==> config.mk <==
export PLATFORM = sky130hd
export DESIGN_NAME = vram_arbiter
export DESIGN_NICKNAME = d
export VERILOG_FILES = /design/src/rtl/vram_arbiter.sv
export SDC_FILE = /design/constraint.sdc
export NUM_CORES = 1
export LEC_CHECK = 0
export ABC_AREA = 1
export CORE_MARGIN = 4
export CORE_UTILIZATION = 25
export DETAILED_ROUTE_END_ITERATION = 10
export GPL_ROUTABILITY_DRIVEN = 0
export SYNTH_ARGS = -nofsm -noshare
export SYNTH_HDL_FRONTEND = slang
export SYNTH_SLANG_ARGS = --single-unit
export TNS_END_PERCENT = 30
==> constraint.sdc <==
create_clock -name clk_i -period 6.6 [get_ports clk_i]
set_input_delay 0.66 -clock clk_i [delete_from_list [all_inputs] [get_ports clk_i]]
set_output_delay 0.66 -clock clk_i [all_outputs]
set_load 0.05 [all_outputs]
==> src/rtl/vram_arbiter.sv <==
// Single-port VRAM arbiter: display scan-out has priority, CPU is bounded by a starvation guard,
// and CPU writes are posted through a one-entry buffer. Optional stall statistics: VRAM_ARB_STATS_EN.
module vram_arbiter #(
    parameter int ADDR_W       = 16,
    parameter int DATA_W       = 8,
    parameter int MAX_DISP_RUN = 8
) (
    input  logic              clk_i,
    input  logic              rst_i,
    input  logic              cpu_req_i,
    input  logic              cpu_we_i,
    input  logic [ADDR_W-1:0] cpu_addr_i,
    input  logic [DATA_W-1:0] cpu_wdata_i,
    output logic              cpu_gnt_o,
    output logic [DATA_W-1:0] cpu_rdata_o,
    output logic              cpu_rvalid_o,
    input  logic              disp_req_i,
    input  logic [ADDR_W-1:0] disp_addr_i,
    output logic              disp_gnt_o,
    output logic [DATA_W-1:0] disp_rdata_o,
    output logic              disp_rvalid_o,
    output logic [ADDR_W-1:0] mem_addr_o,
    output logic [DATA_W-1:0] mem_wdata_o,
    output logic              mem_we_o,
    input  logic [DATA_W-1:0] mem_q_i
`ifdef VRAM_ARB_STATS_EN
    ,
    output logic [15:0]       stall_cnt_o
`endif
);

    localparam logic [7:0] RUN_MAX = 8'(MAX_DISP_RUN);

    logic              wb_valid_q, wb_valid_d;
    logic [ADDR_W-1:0] wb_addr_q, wb_addr_d;
    logic [DATA_W-1:0] wb_data_q, wb_data_d;
    logic [7:0]        run_cnt_q, run_cnt_d;
    logic [ADDR_W-1:0] mem_addr_q;
    logic              cpu_rvalid_q, disp_rvalid_q;
    logic              fwd_q;
    logic [DATA_W-1:0] fwd_data_q;

    logic crd_cand, fwd_hit, cpu_pend, starve;
    logic disp_gnt, drain_gnt, crd_gnt, fwd_gnt, wr_gnt;

    // Grants are forced low while reset is asserted so every output reads 0.
    always_comb begin
        crd_cand  = 1'b0;
        fwd_hit   = 1'b0;
        cpu_pend  = 1'b0;
        starve    = 1'b0;
        disp_gnt  = 1'b0;
        drain_gnt = 1'b0;
        crd_gnt   = 1'b0;
        fwd_gnt   = 1'b0;
        wr_gnt    = 1'b0;
        if (!rst_i) begin
            crd_cand  = cpu_req_i && !cpu_we_i && !wb_valid_q;
            fwd_hit   = cpu_req_i && !cpu_we_i && wb_valid_q && (cpu_addr_i == wb_addr_q);
            cpu_pend  = wb_valid_q || crd_cand;
            starve    = cpu_pend && (run_cnt_q >= RUN_MAX);
            disp_gnt  = disp_req_i && !starve;
            drain_gnt = wb_valid_q && !disp_gnt;
            crd_gnt   = crd_cand && !disp_gnt;
            // Forwarding is held off during a display slot so the two rvalid pulses never coincide.
            fwd_gnt   = fwd_hit && !disp_gnt;
            wr_gnt    = cpu_req_i && cpu_we_i && (!wb_valid_q || drain_gnt);
        end
    end

    always_comb begin
        if (disp_gnt) begin
            mem_addr_o = disp_addr_i;
        end else if (drain_gnt) begin
            mem_addr_o = wb_addr_q;
        end else if (crd_gnt) begin
            mem_addr_o = cpu_addr_i;
        end else begin
            mem_addr_o = mem_addr_q;
        end
    end

    always_comb begin
        wb_valid_d = wb_valid_q;
        wb_addr_d  = wb_addr_q;
        wb_data_d  = wb_data_q;
        if (wr_gnt) begin
            wb_valid_d = 1'b1;
            wb_addr_d  = cpu_addr_i;
            wb_data_d  = cpu_wdata_i;
        end else if (drain_gnt) begin
            wb_valid_d = 1'b0;
        end

        run_cnt_d = run_cnt_q;
        if (drain_gnt || crd_gnt || fwd_gnt || wr_gnt || !cpu_pend) begin
            run_cnt_d = 8'd0;
        end else if (disp_gnt && (run_cnt_q < RUN_MAX)) begin
            run_cnt_d = run_cnt_q + 8'd1;
        end
    end

    always_ff @(posedge clk_i or posedge rst_i) begin
        if (rst_i) begin
            wb_valid_q    <= 1'b0;
            wb_addr_q     <= '0;
            wb_data_q     <= '0;
            run_cnt_q     <= 8'd0;
            mem_addr_q    <= '0;
            cpu_rvalid_q  <= 1'b0;
            disp_rvalid_q <= 1'b0;
            fwd_q         <= 1'b0;
            fwd_data_q    <= '0;
        end else begin
            wb_valid_q    <= wb_valid_d;
            wb_addr_q     <= wb_addr_d;
            wb_data_q     <= wb_data_d;
            run_cnt_q     <= run_cnt_d;
            mem_addr_q    <= mem_addr_o;
            cpu_rvalid_q  <= crd_gnt || fwd_gnt;
            disp_rvalid_q <= disp_gnt;
            fwd_q         <= fwd_gnt;
            if (fwd_gnt) begin
                fwd_data_q <= wb_data_q;
            end
        end
    end

    assign cpu_gnt_o     = wr_gnt || fwd_gnt || crd_gnt;
    assign disp_gnt_o    = disp_gnt;
    assign mem_we_o      = drain_gnt;
    assign mem_wdata_o   = wb_data_q;
    assign cpu_rvalid_o  = cpu_rvalid_q;
    assign disp_rvalid_o = disp_rvalid_q;
    assign cpu_rdata_o   = !cpu_rvalid_q ? '0 : (fwd_q ? fwd_data_q : mem_q_i);
    assign disp_rdata_o  = rst_i ? '0 : mem_q_i;

`ifdef VRAM_ARB_STATS_EN
    logic [15:0] stall_cnt_q;

    always_ff @(posedge clk_i or posedge rst_i) begin
        if (rst_i) begin
            stall_cnt_q <= 16'd0;
        end else if (cpu_req_i && !cpu_gnt_o && (stall_cnt_q != 16'hFFFF)) begin
            stall_cnt_q <= stall_cnt_q + 16'd1;
        end
    end

    assign stall_cnt_o = stall_cnt_q;
`endif

endmodule

==> flow_summary_export.csv, run 1 <==
group,metric,value,unit
die,die_x,124.3,um
finish,num-nets-final,638,
critical_path,slowest_stage,"nor3_2",
detailed_routing,remaining_drc_errors,0,
clock_tree,ctsResizeCount,0,
grt,grt_usage,13.41,%
sta,worst_slew_pin_slew,1.305,ns
sta,worst_slack,1.949,ns
pwr,p_leak,0.002444,uW
sta,maxSlewViolCount,0,
finish,seq_area,1501,sq um
critical_path,critical_path_peak_fanout,18,
detailed_routing,ant_nets,0,
outcome,status,"finished clean",
clock_tree,cts_sinks,60,
yosys,synth.ff_latch_count,60,
critical_path,r2r_end,"mem_addr_q[15]",
worst_hold_path,hold_path_depth,2,
critical_path,path_class,"in2out",
finish,multi_input_area,1479,sq um
clock_tree,clk_latency,0.33,ns
die,start_util,25.52,%
critical_path,required,5.94,ns
critical_path,critical-path-max-stage-delay,1.16,ns
sta,clock-skew-final,0.004517,ns
worst_hold_path,hold_path_class,"reg2reg",
place,place_hpwl,7.027,mm
critical_path,r2r_setup_slack,4.27,ns
grt,grt.overflow.total,0,
detailed_routing,viasPerCell,4.266,
critical_path,crit_top_cell,"nand2_1",
worst_hold_path,hold_start,"fwd_data_q[1]",
grt,grt_pass1_vias,3448,
die,placementRows,42,
yosys,synthDistinctLibCells,27,
sta,post-route-period-util,70.48,%
pwr,p_per_area,354.4,nW/um^2
sta,fmax,215.0,MHz
die,die_area,15440,sq um
clock_tree,h-tree-depth,3,
yosys,syn_area,3379,sq um
pwr,p_total,1696,uW
critical_path,reg2reg_depth,6,
flow_run,maxCapViolCount,0,
detailed_routing,num_vias,3259,
grt,grt_start_max_net_pins,61,
clock_tree,numCtsBuffers,9,
pwr,ir_drop,0.2117,mV
detailed_routing,drt-initial-drc-count,176,
die,fp.dieH,124.3,um
yosys,synth_cells,487,
detailed_routing,first_pass_iters,5,
sta,setup_violations,0,
clock_tree,cts-root-buf,"clkbuf_16",
grt,grt_pass1_wl,17.13,mm
yosys,yosys_warnings,0,
sta,fin_tns_setup,0,ns
clock_tree,post_cts_buffers,0,
place,dpl_worst_slack,1.977,ns
place,portBuffers,97,
finish,drive_gt1_share,5.272,%
finish,n_fill_cell,1421,
die,num_io_pins,98,
detailed_routing,wl_per_cell,13.00,um
critical_path,r2r-start,"wb_valid_q",
critical_path,arrival,3.99,ns
finish,areaGrowthSynthToFinish,41.65,%
critical_path,crit_path_end_kind,"primary output",
yosys,synth.avg_cell_area,6.939,sq um
detailed_routing,wirelength,9.929,mm
sta,slew_headroom,12.56,%
clock_tree,cts.clk_slew.worst_paths,0.06,ns
die,core-area,13240,sq um
clock_tree,cts_hold_buf,0,
finish,layout_commonest_cell,"nand2_1",
clock_tree,cts_tree,"built",
worst_hold_path,whs_endpoint,"fwd_data_q[1]",
sta,fin_crit,4.651,ns
sta,hold_slack,0.4727,ns
sta,final_hold_viol_count,0,
finish,final_cell_mix,"nand2_1 (193), clkdlybuf4s50_1 (97), inv_1 (77), dfrtp_1 (60), nand3_1 (35)",
critical_path,crit_path_start_kind,"input pin",
clock_tree,cts_buffer_depth,2,
critical_path,crit_chain,"clkdlybuf4s50_1 -> nor3_2 -> nand2_4 -> nand2_1 -> nand3_1 -> nand2_1 -> nand2_1 -> clkdlybuf4s50_1",
yosys,seq_area_frac_synth,44.43,%
grt,antenna_found_initial,0,
sta,grt_setup_unrepaired,"no",
finish,n_antenna_cell,0,
## cells in the mapped netlist, drive strengths merged
| cell | instances | area share (%) |
|---|---|---|
| o21ai | 33 | 5.2 |
| xor2 | 2 | 0.52 |
| buf | 15 | 3.0 |
| clkbuf | 2 | 0.26 |
| ha | 2 | 0.74 |
| o211ai | 1 | 0.22 |
| nor2 | 30 | 3.7 |
| a21oi | 13 | 1.9 |
| nand2 | 197 | 22 |
| nor3 | 4 | 0.74 |
| inv | 80 | 8.9 |
| nand4 | 10 | 1.9 |
| dfrtp | 60 | 44 |
| nor3b | 1 | 0.22 |
| conb | 1 | 0.11 |
| nand3 | 36 | 5.7 |
## per-layer routing
layer | wire length, um | up-vias | global-route usage (%)
li1 | - | 1681 | -
met1 | 4747 | 1459 | 17.44
met5 | 0 | - | 0
met4 | 93 | 0 | 3.997
met2 | 4575 | 108 | 21.85
met3 | 512 | 11 | 3.602
## worst max-delay path by stage
stage | startpoint | to | slack (ns) | cells after the start
after floorplan | rst_i | mem_addr_o[10] | 3.11 | 6
after global placement | rst_i | mem_addr_o[1] | 2.06 | 8
after detailed placement | rst_i | mem_addr_o[15] | 1.98 | 8
after CTS | rst_i | mem_addr_o[5] | 1.96 | 8
after global routing | rst_i | mem_addr_o[15] | 1.69 | 8
final | rst_i | mem_addr_o[15] | 1.95 | 8
## worst max-delay path, delay by kind of cell
family / cells / cell delay, ns
AND/OR/NAND/NOR: 6 / 1.86
buffers and inverters: 2 / 1.45
## stage by stage
stage | utilization [%] | instances | area (sq um)
5_1_grt | 36.15 | 764 | 4787
4_1_cts | 36.15 | 764 | 4787
6_report | 36.15 | 764 | 4787
3_5_place_dp | 33.88 | 748 | 4487
3_3_place_gp | 33.88 | 748 | 4487
2_1_floorplan | - | 490 | 3391
## cell type report
| cell class | count | share of cell area, % |
|---|---|---|
| clock buffers | 9 | 4.705 |
| clock inverters | 7 | 1.568 |
| inverters | 80 | 6.273 |
| multi-input cells | 333 | 30.89 |
| flip-flops and latches | 60 | 31.36 |
| well taps | 176 | 4.600 |
| repair buffers | 99 | 20.60 |
## power by group
group / leakage, uW / internal [uW] / switching [uW]
clock: 0.000138 / 293 / 178
sequential: 0.000755 / 455 / 47.7
combinational: 0.00155 / 237 / 486
total: 0.00244 / 985 / 711
## cell families (layout without fill, tap and decap cells)
group,Yosys count,after routing,share of synthesized area (%)
and+or+nand+nor,278,278,34.69
buffers and inverters,97,195,12.14
DFF,60,60,44.43
AOI/OAI and AO/OA,47,47,7.368
adders and majority gates,2,2,0.7403
xor gates and xnor gates,2,2,0.5184
other,1,4,0.1110
## registers in the layout, summed over array words and instances (netlist names)
| register | cells |
|---|---|
| mem_wdata_o | 8 |
| mem_addr_q | 16 |
| fwd_data_q | 8 |
| disp_rvalid_o | 1 |
| run_cnt_q | 8 |
| cpu_rvalid_o | 1 |
| fwd_q | 1 |
| wb_addr_q | 16 |
| wb_valid_q | 1 |
Power figures use the tool's default switching activity.
==> inputs of run 2 (changes only) <==
- clock period: 6.6 -> 4.8 ns (I/O delays scaled with it)
==> flow_summary_export.csv, run 2 (synthesized netlist as in run 1, its figures left out) <==
group,metric,value,unit
outcome,status,"finished clean",
die,placementRows,42,
place,portBuffers,97,
grt,grt_usage,12.92,%
critical_path,critical_path_peak_fanout,50,
sta,fin_tns_setup,0,ns
finish,layout_commonest_cell,"nand2_1",
critical_path,startpoint,"cpu_we_i",
grt,grt_pass1_wl,16.30,mm
detailed_routing,wl_per_cell,12.40,um
critical_path,r2r-start,"wb_valid_q",
detailed_routing,first_pass_iters,5,
detailed_routing,ant_nets,0,
sta,final_hold_viol_count,0,
die,die_area,15440,sq um
clock_tree,post_cts_buffers,0,
critical_path,crit_chain,"clkdlybuf4s50_1 -> inv_1 -> nand2_1 -> nand2_2 -> nand2_2 -> nand2_4 -> o21ai_4 -> nand3_1 -> clkdlybuf4s50_1",
detailed_routing,remaining_drc_errors,0,
detailed_routing,viasPerCell,4.166,
detailed_routing,wirelength,9.499,mm
sta,clock-skew-final,0.006638,ns
clock_tree,cts_buffer_depth,2,
critical_path,path_delay_family,"buffers and inverters",
grt,grt.overflow.total,0,
pwr,ir_drop,0.3031,mV
flow_run,maxCapViolCount,0,
critical_path,path_class,"in2out",
clock_tree,cts_tree,"built",
sta,fmax,263.9,MHz
clock_tree,cts_hold_buf,0,
critical_path,crit_path_start_kind,"input pin",
place,postPlaceCellArea,4502,sq um
die,core-area,13240,sq um
finish,drive_gt1_share,5.593,%
sta,fin_crit,3.789,ns
critical_path,crit_path_end_kind,"primary output",
sta,grt_setup_unrepaired,"no",
clock_tree,h-tree-depth,3,
finish,final_cell_mix,"nand2_1 (193), clkdlybuf4s50_1 (97), inv_1 (77), dfrtp_1 (60), nand3_1 (35)",
die,die_x,124.3,um
finish,n_antenna_cell,0,
sta,post-route-period-util,78.95,%
sta,slew_headroom,29.71,%
die,num_io_pins,98,
finish,design_area,4803,sq um
clock_tree,cts-root-buf,"clkbuf_16",
sta,maxSlewViolCount,0,
detailed_routing,num_vias,3191,
critical_path,arrival,3.31,ns
finish,num-nets-final,640,
worst_hold_path,hold_path_class,"reg2reg",
clock_tree,clk_latency,0.33,ns
critical_path,worst-path-buf-inv,3,
place,place_hpwl,6.994,mm
die,start_util,25.52,%
clock_tree,numCtsBuffers,9,
clock_tree,cts.clk_slew.worst_paths,0.06,ns
finish,areaGrowthSynthToFinish,42.13,%
detailed_routing,drt-initial-drc-count,166,
place,post-place-cells,750,
clock_tree,ctsResizeCount,0,
sta,setup_violations,0,
critical_path,required,4.32,ns
finish,layout.cells.non_filler,766,
sta,worst_slew_pin_slew,1.050,ns
grt,antenna_found_initial,0,
finish,final_util,36.27,%
worst_hold_path,hold_start,"fwd_data_q[0]",
finish,n_fill_cell,1407,
critical_path,critical-path-max-stage-delay,0.87,ns
critical_path,slowest_stage,"o21ai_4",
grt,grt_start_max_net_pins,61,
worst_hold_path,hold_path_depth,2,
die,fp.dieH,124.3,um
clock_tree,cts_sinks,60,
critical_path,reg2reg_depth,6,
grt,grt_pass1_vias,3260,
pwr,p_leak,0.002458,uW
finish,reg.largest.list,"mem_addr_q: 16 flops, wb_addr_q: 16 flops",
pwr,p_per_area,485.3,nW/um^2
critical_path,cp.depth,9,
## run 2: cell types whose count changed in the layout (fill, tap and decap cells not counted), sizes merged
cell / change
buf: +2
clkinv: +1
clkinvlp: -1
## run 2: metrics by stage
step / setup WS [ns] / hold slack (ns) / power (uW)
after floorplan: 1.673 / 0.4367 / 1372
after global placement: 1.053 / 0.4574 / 1684
after CTS: 0.9667 / 0.4748 / 2358
after detailed placement: 0.9879 / 0.4601 / 1694
final: 1.011 / 0.4723 / 2331
after global routing: 0.6909 / 0.5110 / 2477
## run 2: path summary, 6_finish.rpt
kind / slack (ns) / end
worst max-delay path: 1.01 / cpu_gnt_o
worst min-delay path: 0.47 / fwd_data_q[0]
worst max register to register: 2.61 / wb_addr_q[1]
worst min register to register: 0.47 / fwd_data_q[0]
max in group asynchronous: 3.05 / fwd_data_q[5]
min in group asynchronous: 1.22 / mem_addr_q[15]
## run 2: cell type report
class | instances | area, sq um | share of cell area (%)
Timing Repair Buffer | 101 | 1001 | 20.84
Clock inverter | 7 | 76.32 | 1.589
Clock buffer | 9 | 225.2 | 4.689
Multi-Input combinational cell | 333 | 1479 | 30.79
Tap cell | 176 | 220.2 | 4.585
Inverter | 80 | 300.3 | 6.252
Sequential cell | 60 | 1501 | 31.26
## run 2: layer usage
layer / GRT usage (%) / vias up / wire length [um]
li1: - / 1691 / -
met1: 17.71 / 1411 / 4617
met2: 20.07 / 84 / 4306
met3: 3.345 / 5 / 507
met4: 3.868 / 0 / 67
met5: 0 / - / 0
## run 2: tightest hold or removal path: cells and delay by family (launching register included)
family	cells	cell delay, ns
DFF	1	0.34
and+or+nand+nor	2	0.09
## run 2: power breakdown
part           switching [uW]  total (uW)  internal (uW)
Sequential               63.1         688            625
Combinational             664         993            329
Clock                     246         650            404
